==> config.mk <==
export PLATFORM = sky130hd
export DESIGN_NAME = parking_gate_scheduler
export DESIGN_NICKNAME = d
export VERILOG_FILES = /design/src/rtl/parking_pkg.sv /design/src/rtl/parking_gate_timer.sv /design/src/rtl/parking_gate_scheduler.sv
export SDC_FILE = /design/constraint.sdc
export NUM_CORES = 1
export LEC_CHECK = 0
export CAP_MARGIN = 20
export CORE_MARGIN = 2
export CORE_UTILIZATION = 59
export DETAILED_ROUTE_END_ITERATION = 6
export HOLD_SLACK_MARGIN = 0.02
export PLACE_DENSITY = 0.8
export SYNTH_ARGS = -nofsm -noshare
export SYNTH_HDL_FRONTEND = slang
export SYNTH_HIERARCHICAL = 1
export SYNTH_SLANG_ARGS = --single-unit
==> constraint.sdc <==
create_clock -name clk -period 2.74 [get_ports clk]
set_input_delay 0.274 -clock clk [delete_from_list [all_inputs] [get_ports clk]]
set_output_delay 0.274 -clock clk [all_outputs]
set_load 0.02 [all_outputs]
==> src/rtl/parking_pkg.sv <==
// Shared types and defaults for the parking gate scheduler: FSM state
// encoding, lane identifiers and the round-robin lane pick.
package parking_pkg;

   typedef enum logic [2:0] {
      ST_IDLE     = 3'd0,
      ST_ENT_OPEN = 3'd1,
      ST_EXT_OPEN = 3'd2,
      ST_COMMIT   = 3'd3,
      ST_SETTLE   = 3'd4
   } state_t;

   typedef enum logic {
      LANE_ENT = 1'b0,
      LANE_EXT = 1'b1
   } lane_t;

   localparam int DEF_CAP        = 7;
   localparam int DEF_W          = 3;
   localparam int DEF_OPEN_TICKS = 24000;

   // With both lanes eligible the lane that did not win last time gets the barrier.
   function automatic lane_t pick_lane(input logic ent_ok, input logic ext_ok, input lane_t last);
      lane_t pick;
      if (ent_ok && ext_ok) begin
         if (last == LANE_ENT) begin
            pick = LANE_EXT;
         end else begin
            pick = LANE_ENT;
         end
      end else if (ext_ok) begin
         pick = LANE_EXT;
      end else begin
         pick = LANE_ENT;
      end
      return pick;
   endfunction

endpackage

==> src/rtl/parking_gate_timer.sv <==
// Loadable up/down counter with clear and terminal-count flag; times how long
// a barrier has been waiting for a passage.
module gate_timer
   import parking_pkg::*;
#(
   parameter int TICKS = DEF_OPEN_TICKS,
   parameter int TW    = $clog2(TICKS)
) (
   input  logic          clk,
   input  logic          rst,
   input  logic          clr,
   input  logic          load,
   input  logic [TW-1:0] load_val,
   input  logic          en,
   input  logic          up,
   output logic          tc
);

   logic [TW-1:0] count_r;

   // Count register: clear has priority over load, load over counting.
   always_ff @(posedge clk or posedge rst) begin
      if (rst) begin
         count_r <= {TW{1'b0}};
      end else if (clr) begin
         count_r <= {TW{1'b0}};
      end else if (load) begin
         count_r <= load_val;
      end else if (en) begin
         if (up) begin
            count_r <= count_r + TW'(1);
         end else begin
            count_r <= count_r - TW'(1);
         end
      end else begin
         count_r <= count_r;
      end
   end

   // Terminal count is the last tick when counting up, zero when counting down.
   always_comb begin
      tc = 1'b0;
      if (up) begin
         tc = (count_r == TW'(TICKS - 1));
      end else begin
         tc = (count_r == {TW{1'b0}});
      end
   end

endmodule

==> src/rtl/parking_gate_scheduler.sv <==
// Grants the entry/exit barriers one lane at a time (round-robin when both are
// eligible) and issues exactly one counter update per completed passage.
module parking_gate_scheduler
   import parking_pkg::*;
#(
   parameter int CAP        = DEF_CAP,
   parameter int W          = DEF_W,
   parameter int OPEN_TICKS = DEF_OPEN_TICKS
) (
   input  logic         clk,
   input  logic         rst,
   input  logic         ent_ask,
   input  logic         ext_ask,
   input  logic         ent_pass,
   input  logic         ext_pass,
   input  logic [W-1:0] occ,
   output logic         gate_ent,
   output logic         gate_ext,
   output logic         s,
   output logic         r,
   output logic         full,
   output logic         empty,
   output logic         timeout,
   output logic         err
);

   localparam int TW = $clog2(OPEN_TICKS);

   state_t state_r;
   lane_t  last_grant_r;
   lane_t  grant_lane_s;
   logic   ent_ok_s;
   logic   ext_ok_s;
   logic   bad_pass_s;
   logic   timer_en_s;
   logic   timer_clr_s;
   logic   timer_tc_s;

   gate_timer #(
      .TICKS (OPEN_TICKS),
      .TW    (TW)
   ) u_gate_timer (
      .clk      (clk),
      .rst      (rst),
      .clr      (timer_clr_s),
      .load     (1'b0),
      .load_val ({TW{1'b0}}),
      .en       (timer_en_s),
      .up       (1'b1),
      .tc       (timer_tc_s)
   );

   // Eligibility, lane choice, unauthorised-passage detection and timer control.
   always_comb begin
      ent_ok_s     = ent_ask & ~full;
      ext_ok_s     = ext_ask & ~empty;
      grant_lane_s = pick_lane(ent_ok_s, ext_ok_s, last_grant_r);
      bad_pass_s   = 1'b0;
      case (state_r)
         ST_ENT_OPEN: bad_pass_s = ext_pass;
         ST_EXT_OPEN: bad_pass_s = ent_pass;
         default:     bad_pass_s = ent_pass | ext_pass;
      endcase
      timer_en_s  = (state_r == ST_ENT_OPEN) || (state_r == ST_EXT_OPEN);
      timer_clr_s = ~timer_en_s;
   end

   // Occupancy flags are sampled every cycle; SETTLE covers their one-cycle lag.
   always_ff @(posedge clk or posedge rst) begin
      if (rst) begin
         full  <= 1'b0;
         empty <= 1'b1;
      end else begin
         full  <= (occ >= W'(CAP));
         empty <= (occ == {W{1'b0}});
      end
   end

   // Scheduler FSM with registered gate, counter and status outputs.
   always_ff @(posedge clk or posedge rst) begin
      if (rst) begin
         state_r      <= ST_IDLE;
         last_grant_r <= LANE_ENT;
         gate_ent     <= 1'b0;
         gate_ext     <= 1'b0;
         s            <= 1'b0;
         r            <= 1'b0;
         timeout      <= 1'b0;
         err          <= 1'b0;
      end else begin
         s       <= 1'b0;
         r       <= 1'b0;
         timeout <= 1'b0;
         if (bad_pass_s) begin
            err <= 1'b1;
         end
         case (state_r)
            ST_IDLE: begin
               if (ent_ok_s || ext_ok_s) begin
                  last_grant_r <= grant_lane_s;
                  if (grant_lane_s == LANE_ENT) begin
                     state_r  <= ST_ENT_OPEN;
                     gate_ent <= 1'b1;
                  end else begin
                     state_r  <= ST_EXT_OPEN;
                     gate_ext <= 1'b1;
                  end
               end
            end
            // A passage beats a timeout that expires in the same cycle.
            ST_ENT_OPEN: begin
               if (ent_pass) begin
                  state_r  <= ST_COMMIT;
                  gate_ent <= 1'b0;
                  s        <= 1'b1;
               end else if (timer_tc_s) begin
                  state_r  <= ST_IDLE;
                  gate_ent <= 1'b0;
                  timeout  <= 1'b1;
               end
            end
            ST_EXT_OPEN: begin
               if (ext_pass) begin
                  state_r  <= ST_COMMIT;
                  gate_ext <= 1'b0;
                  r        <= 1'b1;
               end else if (timer_tc_s) begin
                  state_r  <= ST_IDLE;
                  gate_ext <= 1'b0;
                  timeout  <= 1'b1;
               end
            end
            ST_COMMIT: begin
               state_r <= ST_SETTLE;
            end
            ST_SETTLE: begin
               state_r <= ST_IDLE;
            end
            default: begin
               state_r  <= ST_IDLE;
               gate_ent <= 1'b0;
               gate_ext <= 1'b0;
            end
         endcase
      end
   end

endmodule

==> results.cfg <==
[yosys]
synth_commonest_cells = dfrtp_1 (26), a21oi_1 (22), nor2_1 (17)
synthSimpleGateAreaFrac_pct = 26.22
synth-edff-count = 0
ys_types = 60
ys.flop_type = dfrtp_1
synth_top_area_cell = dfrtp_1
netlist_area_mm2 = 0.002228
synth.most_common_cell = dfrtp_1
async_flop_share_pct = 100.0
ys_seq_area_share_pct = 30.38
synthAdderAreaFrac_pct = 8.198
ys_seq_elements = 27
synth_top_family_by_area = simple AND/OR/NAND/NOR gates
muxShareOfSynthArea_pct = 2.695
synth_compound_area_share_pct = 25.38
avgSynthCellArea_um2 = 8.473
synth_xor_area_share_pct = 1.965
yosysWarnings = 6
synth.area.top_cells = dfrtp_1 (29%), ha_1 (7.3%), a21oi_1 (4.9%), nor3_1 (3.1%), nor2b_1 (3.1%)
netlist.area_leader.share_pct = 29.20
synth_cells = 263

[timing]
rsz0062_at_grt = no
relSlewSlack_pct = 56.25
skew_ns = 0.001224
hold_viol_final = 0
final.period_utilization_pct = 82.21
tns_ns = 0
final_critical_path_setup_slack_ns = 0.4876
max_clock_freq_mhz = 444.0
min_period_ns = 2.252
drv_slew = 0
setup_violations = 0
worst_slew_pin_slew_ns = 0.6503

[critical_path]
cp.arrival_ns = 2.43
crit_buf_inv = 1
reg2reg_from = state_r[1]
worst_setup_path_start_kind = register
critical_path.slowest_cell = dfrtp_1
worst-path-stages = 8
critPathRequiredTime_ns = 2.92
endpoint = u_gate_timer/count_r[12]
cp-startpoint = state_r[1]
path_cells = nand2b_1, a21oi_1, buf_4, nand2b_1, nor2_1, nand2_1, a2111o_1, o221ai_1
r2r_cells = 8
cp_max_fo = 8
critPathMaxStageDelay_ns = 0.46
end_kind = register
crit_family = compound AO/OA/AOI/OAI gates
cpMostUsedCell = nand2b_1
critical_path_class = register to register
r2r_end = u_gate_timer/count_r[12]
rrSetupSlack_ns = 0.49

[clocking]
postCtsSetupBuffers = 0
cts_max_level = 1
insertion_delay_ns = 0.27
clkSinkCount = 27
post_cts_resized = 0
cts_made_buffers = 3
ctsRootBufferMaster = clkbuf_8
path_clk_slew_ns = 0.09
cts_hold_buf = 0
cts_tree = done
max-clock-path-buffers = 2

[die]
start_util_pct = 61.33
die_y_um = 65.46
core_mm2 = 0.003633
die_area_mm2 = 0.004284
die_w_um = 65.46
io_pins = 17
num_rows = 22

[grt]
antenna_found_initial = 0
grt_max_degree = 36
grt_overflow = 0
grt_first_pass_wirelength_um = 8887
grt_pass1_vias = 1924
track_usage_pct = 26.53

[routing]
first_iter_violations = 131
wirelength_um = 5135
viasPerCell = 5.979
vias = 2033
drtPass1Iterations = 4
ant_nets = 0
drc = 0
wl_per_cell_um = 15.10

[placed_design]
place_hpwl_um = 3787
place_ws_ns = 0.6030
io_buffer_count = 16
place.gp.congestion = 0.9379

[power_and_ir_drop]
power_density_mw_per_mm2 = 963.6
report.power.total_mw = 2.433
ir_drop_mv = 0.3742
power.leakage_nw = 1.117

[min_path]
worstHoldPathType = input port to async pin

[cells_and_area]
antenna_cells = 0
finalNetCount = 316
drive_above_1_share_pct = 5.822
fillers = 294
area_delta_synth_final_pct = 13.31

[job]
drv_cap = 0

[outcome]
outcome = completed
## layout by cell type (no fill, tap or decap), drive strengths merged, types with 4 or more instances in the layout
cell	instances
a211oi	5
a21o	7
a21oi	23
a31o	4
clkbuf	4
clkdlybuf4s50	16
conb	21
dfrtp	26
ha	13
inv	12
mux2i	6
nand2	14
nand2b	4
nand3	6
nand4	4
nor2	18
nor2b	11
nor3	15
nor3b	8
o21a	4
o21ai	14
or3	5
xnor2	5
## flip-flops by register name (all words and copies together) (netlist names)
name	count
gate_ext	1
err	1
full	1
last_grant_r	1
empty	1
timeout	1
u_gate_timer/count_r	15
s	1
r	1
gate_ent	1
state_r	3
## metrics by stage
| stage | utilization (%) | cells | area [um2] | hold WS [ns] |
|---|---|---|---|---|
| detailed placement | 68.25 | 336 | 2480 | 0.4514 |
| floorplan | - | 282 | 2300 | 0.1380 |
| global placement | 68.25 | 336 | 2480 | 0.4511 |
| finish | 69.49 | 340 | 2525 | 0.3207 |
| global route | 69.49 | 340 | 2525 | 0.3699 |
| CTS | 69.49 | 340 | 2525 | 0.3291 |
## cell families after synthesis
kind of cell,Yosys count
simple gates,103
compound gates,81
flops,27
buf+inv,25
fa+ha+maj,14
mux,6
xor+xnor,5
other cells,2
## how the worst min path moves through the flow
stage	from	endpoint	slack, ns
final	rst	full	0.32
after global placement	err	err	0.45
after floorplan	rst	err	0.14
after global routing	rst	full	0.37
after CTS	rst	full	0.33
after detailed placement	err	err	0.45
## worst register-to-register path, cell delays in order (launching register included)
cell,delay [ns]
dfrtp_1,0.46
nand2b_1,0.22
a21oi_1,0.31
buf_4,0.21
nand2b_1,0.13
nor2_1,0.25
nand2_1,0.10
a2111o_1,0.40
o221ai_1,0.08
## final cells by class
| type | instances | area (um2) | area share, % |
|---|---|---|---|
| inverter | 12 | 45.04 | 1.784 |
| timing repair buffer | 19 | 182.7 | 7.235 |
| clock buffer | 4 | 45.04 | 1.784 |
| multi-input combinational | 230 | 1515 | 60.01 |
| sequential | 27 | 676.9 | 26.81 |
| tap | 48 | 60.06 | 2.379 |
## where the power goes
group	total (mW)	leakage, nW	switching, mW	internal [mW]
sequential	0.713	0.348	0.175	0.537
clock	0.224	0.0228	0.119	0.104
combinational	1.50	0.746	0.857	0.640
## routing by layer
metal / global-route usage [%] / vias up / part of all wire [%]
li1: - / 1017 / -
met2: 46.43 / 56 / 50
met1: 35.09 / 956 / 45
met3: 2.226 / 4 / 4.4
met5: 0 / - / 0
met4: 7.552 / 0 / 0.99
No activity file was read; power rests on OpenSTA's default activity.
